### config.mk
export PLATFORM = sky130hd
export DESIGN_NAME = det_ctrl
export DESIGN_NICKNAME = d
export VERILOG_FILES = /design/src/rtl/det_ctrl.sv
export SDC_FILE = /design/constraint.sdc
export NUM_CORES = 1
export LEC_CHECK = 0
export CAP_MARGIN = 15
export CORE_MARGIN = 1.5
export CORE_UTILIZATION = 34
export DETAILED_ROUTE_END_ITERATION = 8
export DONT_BUFFER_PORTS = 1
export GPL_TIMING_DRIVEN = 1
export PLACE_DENSITY = 0.59
export REMOVE_ABC_BUFFERS = 1
export SYNTH_ARGS = -nofsm -noshare
export SYNTH_HDL_FRONTEND = slang
export SYNTH_SLANG_ARGS = --single-unit
### constraint.sdc
create_clock -name clk -period 2.1 [get_ports clk]
set_input_delay 0.525 -clock clk [delete_from_list [all_inputs] [get_ports clk]]
set_output_delay 0.525 -clock clk [all_outputs]
set_load 0.03 [all_outputs]
### src/rtl/det_ctrl.sv
// Serial pattern detector: counts overlapping matches of a 1..8-bit pattern and flags when a threshold is hit.
// Match pulse and counters register one cycle after the accepting edge; bit_ready is high only while running.
module det_ctrl (
    input  logic       clk,
    input  logic       rst,
    input  logic       cfg_we,
    input  logic [7:0] cfg_pattern,
    input  logic [3:0] cfg_len,
    input  logic [7:0] cfg_thresh,
    input  logic       start,
    input  logic       stop,
    input  logic       clr,
    input  logic       bit_valid,
    input  logic       bit_in,
    output logic       bit_ready,
    output logic       match,
    output logic [7:0] match_cnt,
    output logic       irq,
    output logic       busy
);

    typedef enum logic [1:0] {
        IDLE = 2'd0,
        RUN  = 2'd1,
        DONE = 2'd2
    } state_t;

    typedef struct packed {
        logic [7:0] pattern;
        logic [3:0] len;
        logic [7:0] thresh;
    } cfg_t;

    localparam cfg_t CFG_RST = '{pattern: 8'h0B, len: 4'd4, thresh: 8'd0};

    state_t     state_q, state_d;
    cfg_t       cfg_q, cfg_d;
    // Bit 7 of the history is shifted out before it can ever be compared, so only 7 bits are kept.
    logic [6:0] hist_q, hist_d;
    logic [3:0] fill_q, fill_d;
    logic [7:0] cnt_q, cnt_d;
    logic       irq_q, irq_d;
    logic       match_q, match_d;

    logic       len_ok;
    logic       go;
    logic [7:0] mask;
    logic [7:0] hist_sh;
    logic [3:0] fill_inc;
    logic [7:0] cnt_inc;
    logic       hit;

    assign len_ok   = (cfg_q.len != 4'd0) && (cfg_q.len <= 4'd8);
    assign go       = start && !stop;
    assign mask     = ~(8'hFF << cfg_q.len);
    assign hist_sh  = {hist_q, bit_in};
    assign fill_inc = (fill_q >= cfg_q.len) ? cfg_q.len : fill_q + 4'd1;
    assign cnt_inc  = (cnt_q == 8'hFF) ? cnt_q : cnt_q + 8'd1;
    assign hit      = (fill_inc == cfg_q.len) && (((hist_sh ^ cfg_q.pattern) & mask) == 8'h00);

    always_comb begin
        state_d = state_q;
        cfg_d   = cfg_q;
        hist_d  = hist_q;
        fill_d  = fill_q;
        cnt_d   = cnt_q;
        irq_d   = irq_q;
        match_d = 1'b0;

        case (state_q)
            IDLE: begin
                if (cfg_we) begin
                    cfg_d = '{pattern: cfg_pattern, len: cfg_len, thresh: cfg_thresh};
                end
                if (go && len_ok) begin
                    state_d = RUN;
                    hist_d  = '0;
                    fill_d  = '0;
                    cnt_d   = '0;
                    irq_d   = 1'b0;
                end
            end
            RUN: begin
                // A bit arriving with stop is dropped so an aborted run never reports a late match.
                if (stop) begin
                    state_d = IDLE;
                end else if (bit_valid) begin
                    hist_d = hist_sh[6:0];
                    fill_d = fill_inc;
                    if (hit) begin
                        match_d = 1'b1;
                        cnt_d   = cnt_inc;
                        if (!clr && (cfg_q.thresh != 8'd0) && (cnt_inc == cfg_q.thresh)) begin
                            irq_d   = 1'b1;
                            state_d = DONE;
                        end
                    end
                end
            end
            DONE: begin
                if (go) begin
                    state_d = RUN;
                    hist_d  = '0;
                    fill_d  = '0;
                    cnt_d   = '0;
                    irq_d   = 1'b0;
                end else if (clr) begin
                    state_d = IDLE;
                end
            end
            default: begin
                state_d = IDLE;
            end
        endcase

        if (clr) begin
            cnt_d = '0;
            irq_d = 1'b0;
        end
    end

    always_ff @(posedge clk or posedge rst) begin
        if (rst) begin
            state_q <= IDLE;
            cfg_q   <= CFG_RST;
            hist_q  <= '0;
            fill_q  <= '0;
            cnt_q   <= '0;
            irq_q   <= 1'b0;
            match_q <= 1'b0;
        end else begin
            state_q <= state_d;
            cfg_q   <= cfg_d;
            hist_q  <= hist_d;
            fill_q  <= fill_d;
            cnt_q   <= cnt_d;
            irq_q   <= irq_d;
            match_q <= match_d;
        end
    end

    assign bit_ready = (state_q == RUN);
    assign busy      = (state_q == RUN);
    assign match     = match_q;
    assign match_cnt = cnt_q;
    assign irq       = irq_q;

endmodule
==> run metrics, run 1 <==
largest family of logic cells by synthesized area simple AND/OR/NAND/NOR gates; max_slew headroom 0.549; Final ANT Viol Nets 0; IO Port Bufs 0; r2r startpoint fill_q[0]$_DFFE_PP0P_; core box area 7330 sq um; Synth Area in Adders 0.0289; setup TNS -403 ps; unrepaired setup endpoints after global routing yes; failing checks negative setup slack; multi-input logic area 1480 sq um; sw frac 0.360; r2r worst-path depth 10; CP Cell Sequence inv_1 -> ha_1 -> nand2b_4 -> a21o_1 -> a211o_1 -> a21oi_2 -> buf_6 -> o21ai_4 -> buf_6 -> a32o_2; largest net degree at the start of global routing 25; crit path kind reg -> reg; xor and xnor fraction of the mapped netlist area 0.0674; row count 31; CP max FO 6; Final Skew 12.8 ps; Avg Inst Size Synth 9.39 sq um; Tcrit/Tclk final 1.05; routed vias 2162; Slew Viols, Final 0; Layout Nets 356; mux cell area share after synthesis 0.0852; WP data required 2280 ps; drt wl/cell 14.9 um; crit path launch type flop; DRT Pass-1 Iters 4; WHS 120 ps; share of cells above drive strength 1 0.337; Worst-path clk slew 90 ps; dpl hpwl 4.78 mm; Max Cap Violations 0; Post-Syn Area 2600 sq um; Die X 90.4 um; PwrDens 853 nW/um^2; DRT Wirelength 6.29 mm; Max Freq 0.455 GHz; FF-to-FF setup slack -100 ps; EDFF count, synth 0; Cells after Synth 277; Yosys cell types 51; Post-synth top cells dfrtp_1 (39), nand2_1 (33), mux2_2 (17), nor2_1 (17), a21oi_1 (16); synth-to-layout area growth 24.2%; global-route wire length before repair 10.4 mm; Crit path top cell by count buf_6; htree depth 2; Initial Utilization 0.355; CP peak stage delay 390 ps; complex-gate fraction of the synthesized area 0.157; Int Pwr 1.76 mW; Critical Path AT 2380 ps; Psw 992 uW; TritonCTS clock tree built; Worst Setup End Kind flop; worst-skew pair later-pin latency 300 ps; Final Setup Violations 9; Overall Global Routing Usage 0.157; initial DRC count 110; Worst path slowest cell dfrtp_1; Lkg Pwr 1.44 nW; Residual DRC 0; clock buffer depth 2; # diodes 0; Fin. Hold Viols 0; share of the synthesized area in the top cell type 0.375; worst vdd ir 0.000434 V; CTS root buf clkbuf_8; die span in y 90.4 um; status finished with violations; final critical-path required period 2200 ps; Synth area leader dfrtp_1; die area 8180 sq um; Synth async-reset ratio 1.00; CTS buffer count 5; vias in the first global route 2045; Sequential cell area 1080 sq um; Critical Path Source fill_q[0]$_DFFE_PP0P_; Seq cells post-synth 43; cell with the most instances after synthesis dfrtp_1; synth warn 0; Comb power frac 0.403; Fillers 715; GP Congestion 0.852; final setup margin -95.6 ps; Ports 40; Worst-Margin Slew 672 ps; clock sink count 43; clock power share 0.196; antenna violations before repair 0; ys flop type dfrtp_1; top cells by area, synth dfrtp_1 (38%), mux2_2 (7.4%), nand2_1 (4.8%); Via-to-Cell Ratio 5.12; Sequential Power Share 0.401; Reg-to-Reg End match_cnt[3]$_DFFE_PP0P_; HP Class in -> async; Simple-Gate Fraction of Synth Area 0.196; post-synthesis sequential area ratio 0.416; grt total ovfl 0
==> per-stage QoR <==
step           instances  power [mW]   util  setup slack [ps]  area (sq um)
5_1_grt              422        2.96  0.441              -200          3230
3_5_place_dp         409        2.09  0.410              -163          3010
3_3_place_gp         409        2.08  0.410              -115          3010
6_report             422        2.75  0.441             -95.6          3230
4_1_cts              420        2.70  0.432              -103          3170
2_1_floorplan        261        1.77      -              -565          2510
==> what timing repair did <==
action / 4_1_cts / 5_1_grt
setup endpoints to repair: 10 / 15
pin swaps: 13 / 11
hold buffers: 0 / 0
setup buffers: 3 / 2
gates resized for setup: 12 / 10
==> final cells by class <==
cell class	instances	share of cell area
Inverter	10	0.0116
Clock inverter	3	0.00775
Sequential cell	43	0.336
Clock buffer	5	0.0213
Timing Repair Buffer	54	0.128
Multi-Input combinational cell	208	0.458
Tap cell	99	0.0384
==> critical path: cells and delay by family (launching register included) <==
kind | cells | cell delay [ps]
flops | 1 | 390
compound gates | 5 | 940
simple gates | 1 | 130
buf+inv | 3 | 340
fa+ha+maj | 1 | 280
==> state kept, by name, indices dropped and copies added (netlist names) <==
signal,cells
cfg_q,20
fill_q,4
hist_q,7
irq,1
match,1
match_cnt,8
state_q,2
==> kinds of logic (layout without fill, tap and decap cells) <==
group / after synthesis / after routing
xor+xnor: 20 / 20
simple gates: 96 / 96
compound gates: 66 / 66
fa+ha+maj: 6 / 6
mux: 20 / 20
flops: 43 / 43
buf+inv: 26 / 72
==> power groups by stage <==
stage | registers, mW | clock network (mW) | logic, mW
6_report | 1.11 | 0.539 | 1.11
5_1_grt | 1.13 | 0.602 | 1.23
4_1_cts | 1.10 | 0.562 | 1.03
3_5_place_dp | 1.13 | 0 | 0.968
3_3_place_gp | 1.12 | 0 | 0.957
2_1_floorplan | 1.10 | 0 | 0.668
==> cells in the final DEF (no fill, tap or decap), types with 2 or more instances in the layout <==
| master | instances |
|---|---|
| mux2_2 | 16 |
| dfrtp_1 | 37 |
| clkinv_4 | 2 |
| a21oi_2 | 3 |
| xor2_1 | 8 |
| nor4_2 | 2 |
| nand2_1 | 31 |
| or2_2 | 2 |
| a211o_1 | 3 |
| o21ai_1 | 13 |
| and3_1 | 2 |
| a22o_1 | 3 |
| nor3b_2 | 2 |
| nand3_1 | 9 |
| buf_4 | 52 |
| dfstp_2 | 4 |
| a21oi_1 | 13 |
| clkbuf_8 | 5 |
| nor4_1 | 2 |
| dfrtp_2 | 2 |
| and2_1 | 2 |
| nor2_1 | 17 |
| nor2b_1 | 4 |
| a31oi_1 | 6 |
| xnor2_1 | 12 |
| ha_1 | 5 |
| inv_1 | 9 |
| a21o_1 | 2 |
| buf_6 | 2 |
| o21ai_0 | 10 |
| mux2i_1 | 3 |
| nand2b_1 | 5 |
| nand4_1 | 6 |
==> routing by layer <==
layer	part of all wire	wire length (um)	GRT usage	vias up
li1	-	-	-	1072
met2	0.45	2850	0.238	51
met4	0.0064	40	0.0397	0
met1	0.50	3150	0.228	1037
met3	0.038	241	0.0328	2
met5	0	0	0	-
==> worst max-delay path by stage <==
| stage | to | slack (ps) | cells past startpoint |
|---|---|---|---|
| floorplan | cfg_q[0]$_DFFE_PP0P_ | -570 | 2 |
| global route | match_cnt[3]$_DFFE_PP0P_ | -200 | 10 |
| finish | match_cnt[3]$_DFFE_PP0P_ | -100 | 10 |
| CTS | match_cnt[0]$_DFFE_PP0P_ | -100 | 7 |
| detailed placement | match_cnt[3]$_DFFE_PP0P_ | -160 | 9 |
| global placement | match_cnt[3]$_DFFE_PP0P_ | -120 | 9 |
Power figures use the tool's default switching activity.
==> run 2, diff against run 1 <==
ABC_CLOCK_PERIOD_IN_PS = 2100   (was default)
PLACE_DENSITY = 0.52   (was 0.59)
==> run 2 against run 1 <==
Net effect:
- sequential share of layout area is 0.077 points lower
- non-clock buffer count down 2
- largest cell class unchanged
- the flow still finishes with violations (negative setup slack)
- critical endpoint is now match_cnt[0]$_DFFE_PP0P_
- worst hold slack better by 33 ps
==> run metrics, run 2 (synthesis results as in run 1) <==
clock buffer depth 2; CTS buffer count 5; hold_buf cts 0; non-filler cells, final 420; vias in the first global route 2134; initial DRC count 110; final setup margin -149 ps; Placed Cells 409; DRT Wirelength 6.57 mm; Residual DRC 0; clock sink count 43; Psw 1.03 mW; worst-skew pair later-pin latency 300 ps; most common cell after layout, fill and taps aside buf_4; WP buf/inv 0; Final Skew 11.6 ps; Max Freq 0.445 GHz; clock power share 0.200; Worst-path clk slew 90 ps; DRT Pass-1 Iters 4; drt wl/cell 15.6 um; met1 WL 3.28 mm; WP data required 2290 ps; Int Pwr 1.76 mW; Fin. Hold Viols 0; PwrDens 864 nW/um^2; Tcrit/Tclk final 1.07; sw frac 0.368; dpl hpwl 5.08 mm; Layout Nets 354; IO Port Bufs 0; WHS 153 ps; r2r worst-path depth 7; synth-to-layout area growth 24.2%; Max Cap Violations 0; Largest Register cfg_q; Lkg Pwr 1.42 nW; max reg flops 20; TritonCTS clock tree built; CTS root buf clkbuf_8; grt total ovfl 0; post-layout util 0.441; Slew Viols, Final 0; final critical-path required period 2250 ps; kind of cell adding the most delay to the critical path simple AND/OR/NAND/NOR gates; Critical Path Source cfg_q[8]$_DFFE_PP0P_; global-route wire length before repair 10.9 mm; Critical Path AT 2440 ps; max_slew headroom 0.471; largest net degree at the start of global routing 25; CP max FO 5; failing checks negative setup slack; GP Congestion 0.892; die area 8180 sq um; worst slack, placed -174 ps; status finished with violations; final instance area 3230 sq um; # diodes 0; FF-to-FF setup slack -150 ps; met3 wire len 365 um; die span in y 90.4 um; share of cells above drive strength 1 0.330; DR WL met2 2.83 mm; Final ANT Viol Nets 0; worst vdd ir 0.000407 V; CP Cell Sequence or4_4 -> a22o_1 -> nor4_4 -> nand3_2 -> o21ai_4 -> nand2_2 -> mux2_4; routed vias 2202; row count 31; Final Setup Violations 11; htree depth 2; Die X 90.4 um; Overall Global Routing Usage 0.168; Via-to-Cell Ratio 5.24; Comb power frac 0.404; Placed Area 3010 sq um; r2r startpoint cfg_q[8]$_DFFE_PP0P_; Worst Setup End Kind flop; antenna violations before repair 0; most frequent cells in the layout buf_4 (51), dfrtp_1 (39), nand2_1 (31); HP Class in -> async; unrepaired setup endpoints after global routing yes; Top Metal Used met4; CP peak stage delay 540 ps; Ports 40; Reg-to-Reg End match_cnt[0]$_DFFE_PP0P_; Sequential Power Share 0.397; crit path kind reg -> reg; Worst-Margin Slew 789 ps; Initial Utilization 0.355; core box area 7330 sq um; crit path launch type flop; Worst path slowest cell or4_4
## run 2: changes by cell type in the layout (fill, tap and decap cells not counted), sizes merged
| cell | before | now |
|---|---|---|
| buf | 54 | 52 |
| clkinv | 3 | 1 |
| clkinvlp | 1 | 2 |
| inv | 9 | 10 |
## run 2: layout make-up
| type | instances | area (sq um) |
|---|---|---|
| fill | 725 | 4100 |
| multi-input combinational | 208 | 1500 |
| sequential | 43 | 1080 |
| timing repair buffer | 52 | 394 |
| tap | 99 | 124 |
| clock buffer | 5 | 68.8 |
| inverter | 10 | 37.5 |
| clock inverter | 3 | 23.8 |
## run 2: routing by layer
metal | vias to the layer above | GRT usage
li1 | 1066 | -
met1 | 1065 | 0.253
met2 | 63 | 0.240
met3 | 8 | 0.0337
met4 | 0 | 0.0516
met5 | - | 0
## run 2: power by group through the flow
stage | sequential, mW | combinational (mW) | clock, mW
after global placement | 1.12 | 0.985 | 0
after global routing | 1.13 | 1.25 | 0.613
after floorplan | 1.10 | 0.668 | 0
final | 1.11 | 1.13 | 0.557
after detailed placement | 1.12 | 0.995 | 0
after CTS | 1.11 | 1.05 | 0.571
## run 2: worst reg2reg max path, cell delays in order, from the launching register on
cell     delay [ps]
dfrtp_1         430
or4_4           540
a22o_1          220
nor4_4          170
nand3_2         140
o21ai_4         270
nand2_2         100
mux2_4          260
## run 2: worst max path at each step
| stage | end | cells past startpoint |
|---|---|---|
| floorplan | cfg_q[0]$_DFFE_PP0P_ | 2 |
| global placement | match_cnt[0]$_DFFE_PP0P_ | 7 |
| detailed placement | match_cnt[0]$_DFFE_PP0P_ | 7 |
| CTS | match_cnt[0]$_DFFE_PP0P_ | 7 |
| global route | match_cnt[6]$_DFFE_PP0P_ | 8 |
| finish | match_cnt[0]$_DFFE_PP0P_ | 7 |
## run 2: repair_timing
action / CTS / global route
cloned: 0 / 0
endpoints found under the setup margin: 14 / 15
pin swaps: 14 / 3
setup buffers: 2 / 1
resized for setup: 12 / 10
## run 2: per-stage QoR
step           power (mW)  TNS [ps]
4_1_cts              2.73      -886
3_3_place_gp         2.10      -930
6_report             2.79      -991
5_1_grt              2.99     -2520
3_5_place_dp         2.12     -1240
2_1_floorplan        1.77    -11560
==> run 3, diff against run 2 <==
RECOVER_POWER = 25   (was default)
==> run 3 against run 2 <==
Net effect:
- the flow still finishes with violations (negative setup slack)
- register-to-register slack is essentially flat
- critical path depth is the same
- routed wire length shrank 0.21%
- cell count is the same
==> run metrics, run 3 (synthesis results as in run 1) <==
status finished with violations; failing checks negative setup slack; CP peak stage delay 540 ps; Lkg Pwr 1.42 nW; kind of cell adding the most delay to the critical path simple AND/OR/NAND/NOR gates; CTS buffer count 5; die area 8180 sq um; Slew Viols, Final 0; Worst path slowest cell or4_4; Ports 40; PwrDens 866 nW/um^2; synth-to-layout area growth 23.9%; Overall Global Routing Usage 0.168; WP data required 2290 ps; post-layout util 0.439; Layout Nets 354; WHS 149 ps; Tot Pwr 2.79 mW; CTS root buf clkbuf_8; Max Freq 0.445 GHz; worst slack, placed -174 ps; largest net degree at the start of global routing 25; DRT Pass-1 Iters 5; worst-skew pair later-pin latency 300 ps; Final Skew 12.0 ps; drt wl/cell 15.6 um; GP Congestion 0.892; htree depth 2; Final Setup Violations 11; final setup margin -149 ps; global-route wire length before repair 10.9 mm; dpl hpwl 5.08 mm; Max Cap Violations 0; Final ANT Viol Nets 0; Largest Register cfg_q; share of cells above drive strength 1 0.324; most frequent cells in the layout buf_4 (49), dfrtp_1 (39), nand2_1 (31); Fin. Hold Viols 0; worst vdd ir 0.000407 V; HP Class in -> async; Via-to-Cell Ratio 5.28; Tcrit/Tclk final 1.07; most common cell after layout, fill and taps aside buf_4; crit path launch type flop; WP buf/inv 0; DRT Wirelength 6.55 mm; grt total ovfl 0; crit path kind reg -> reg; Initial Utilization 0.355; clock buffer depth 2; IO Port Bufs 0; Worst-path clk slew 90 ps; routed vias 2218; final critical-path required period 2250 ps; max_slew headroom 0.479; core box area 7330 sq um; CP max FO 5; die span in y 90.4 um; Critical Path AT 2440 ps; Residual DRC 0; vias in the first global route 2134; initial DRC count 111; Die X 90.4 um; TritonCTS clock tree built; max reg flops 20; # diodes 0; CP Cell Sequence or4_4 -> a22o_1 -> nor4_4 -> nand3_2 -> o21ai_4 -> nand2_2 -> mux2_4; Worst Setup End Kind flop; row count 31; clock sink count 43; unrepaired setup endpoints after global routing yes; Worst-Margin Slew 777 ps; antenna violations before repair 0
-- run 3: final cells by class --
| cell class | instances | area [sq um] |
|---|---|---|
| clock buffers | 5 | 68.8 |
| multi-input cells | 208 | 1500 |
| flip-flops and latches | 43 | 1080 |
| fillers | 729 | 4110 |
| clock inverters | 3 | 23.8 |
| repair buffers | 52 | 387 |
| well taps | 99 | 124 |
| inverters | 10 | 37.5 |
-- run 3: path summary, 6_finish.rpt --
check | start | cells after the start | endpoint | slack [ps]
worst max register to register | cfg_q[8]$_DFFE_PP0P_ | 7 | match_cnt[0]$_DFFE_PP0P_ | -150
worst min register to register | hist_q[6]$_DFFE_PP0P_ | 2 | hist_q[6]$_DFFE_PP0P_ | 540
worst max-delay path | cfg_q[8]$_DFFE_PP0P_ | 7 | match_cnt[0]$_DFFE_PP0P_ | -150
min in group clk | cfg_len[2] | 2 | cfg_q[10]$_DFFE_PP1P_ | 330
worst min-delay path | rst | 1 | hist_q[0]$_DFFE_PP0P_ | 150
max in group asynchronous | rst | 2 | irq$_DFFE_PP0P_ | 910
-- run 3: per-stage QoR --
stage | cell area (sq um) | instances | setup TNS, ps
after floorplan | 2510 | 261 | -11560
after global placement | 3010 | 409 | -930
after detailed placement | 3010 | 409 | -1240
after CTS | 3160 | 419 | -886
after global routing | 3220 | 420 | -2520
final | 3220 | 420 | -996
-- run 3: repair_timing --
action	4_1_cts	5_1_grt
hold buffers	0	0
setup endpoints to repair	14	15
setup buffers	2	1
pin swaps	14	3
resized for setup	12	10
-- run 3: power breakdown --
part | switching, mW | leakage, nW | internal (mW)
Sequential | 0.137 | 0.548 | 0.971
Combinational | 0.573 | 0.828 | 0.553
Clock | 0.318 | 0.0408 | 0.238
Total | 1.03 | 1.42 | 1.76
-- run 3: metal layers --
metal | track usage | up-vias | part of all wire | routed length [um]
met3 | 0.0337 | 6 | 0.051 | 337
li1 | - | 1065 | - | -
met2 | 0.240 | 72 | 0.44 | 2860
met4 | 0.0516 | 0 | 0.011 | 75
met5 | 0 | - | 0 | 0
met1 | 0.253 | 1075 | 0.50 | 3280
==> RTL edit, RTL diff (flow settings as in run 1) <==
The 3 states of `state_t` get a one-hot encoding in 3 bits.
--- a/src/rtl/det_ctrl.sv
+++ b/src/rtl/det_ctrl.sv
@@ -19,10 +19,10 @@
     output logic       busy
 );
 
-    typedef enum logic [1:0] {
-        IDLE = 2'd0,
-        RUN  = 2'd1,
-        DONE = 2'd2
+    typedef enum logic [2:0] {
+        IDLE = 3'b001,
+        RUN  = 3'b010,
+        DONE = 3'b100
     } state_t;
 
     typedef struct packed {
Check against the original RTL: same outputs for any inputs over 4 cycles, from zero or initial values and one cycle with rst high; so few cycles prove little.
==> RTL edit against run 1 <==
- the run still ends with setup timing left
- setup slack lost 0.16 ns
- critical path depth shrank 2
- clock skew grew 0.00081 ns
- power grew 16%
- count of clock-buffer cells in the layout is the same
- wire length grew 10%
- worst hold slack lost 0.025 ns
- final area grew 11%
- die area grew 2.3%
- sequential cell count grew 1
- area after synthesis grew 2.4%
- utilization grew 2.7 points
==> RTL edit: results (changes against run 1) <==
outcome: complete, but fails checks
failing checks: setup timing
Slew HR: 0.2837 (-0.2653)
routability congestion estimate: 0.9512 (+12%)
starting density of the core: 0.3480 (-0.006664)
vias per cell: 5.308 (+3.6%)
Critical Path Max Stage Delay: 0.43 ns (+0.04 ns)
met2 Track Usage GR: 0.2755 (+0.03749)
Synth Area in XOR/XNOR: 0.05924 (-0.008134)
DP Wirelength: 5.090 mm (+6.5%)
sequential-to-total area share from yosys stat: 0.4161 (about the same)
placed insts: 413 (+0.98%)
wire length on met1: 3.210 mm (+1.8%)
complex-gate fraction of the synthesized area: 0.1885 (+0.03117)
GRT Util Overall: 0.1739 (+0.01647)
met3 Usage GRT: 0.03769 (+0.004860)
metal2 WL: 3.303 mm (+16%)
Clock Skew: 0.01360 ns (+0.0008120 ns)
first-pass GRT wire length: 11.54 mm (+11%)
worst vdd ir: 417.3 uV (-3.9%)
setup ws final: -0.2602 ns (-0.1645 ns)
count of cell types in the netlist: 59 (+16%)
Mapped Avg Cell Area: 10.00 um2 (+6.6%)
initial drt markers: 96 (-13%)
met1 usage in global routing: 0.2330 (+0.005090)
post-place setup slack: -0.2515 ns (-0.08891 ns)
met3 routed WL: 299 um (+24%)
Synth Area in Adders: 0.02821 (-0.0006652)
Area after DPL: 3191 um2 (+6.1%)
CP arrival: 2.55 ns (+0.17 ns)
Setup-failing EPs final: 19 (+10)
vias: 2272 (+5.1%)
Commonest cells post-synth: dfrtp_1, mux2_2, nand2_1
setup TNS: -2.644 ns (-2.241 ns)
share of post-route cells with drive strength above 1: 0.4141 (+0.07665)
top post-synthesis cells by area: dfrtp_1, mux2_2, dfstp_2
crit path max fanout: 8 (+2)
-- RTL edit: worst paths after layout --
path / end / slack [ns] / cells after the start
hold reg to reg: hist_q[6] / 0.53 / 1
setup reg to reg: match_cnt[1] / -0.26 / 8
hold / removal: hist_q[4] / 0.1 / 1
min in group clk: cfg_q[10] / 0.31 / 2
max in group asynchronous: state_q[0] / 1.43 / 2
setup / recovery: match_cnt[1] / -0.26 / 8
-- RTL edit: power by group --
group          internal, mW  switching [mW]  leakage [nW]
clock                 0.359           0.324        0.0548
sequential             1.00           0.138         0.560
combinational         0.747           0.619         0.962
total                  2.11            1.08          1.58
-- RTL edit: layout make-up --
class	count	area [um2]
tap	102	127.6
clock buffer	5	68.82
multi-input combinational	195	1602
fill	700	4075
clock inverter	3	46.29
timing repair buffer	65	568.0
sequential	44	1107
inverter	14	52.55
-- RTL edit: repair_timing --
action	in CTS	in global routing
endpoints found under the setup margin	14	23
gates resized for setup	20	22
setup buffers	2	5
gates cloned	1	0
pin swaps	16	14
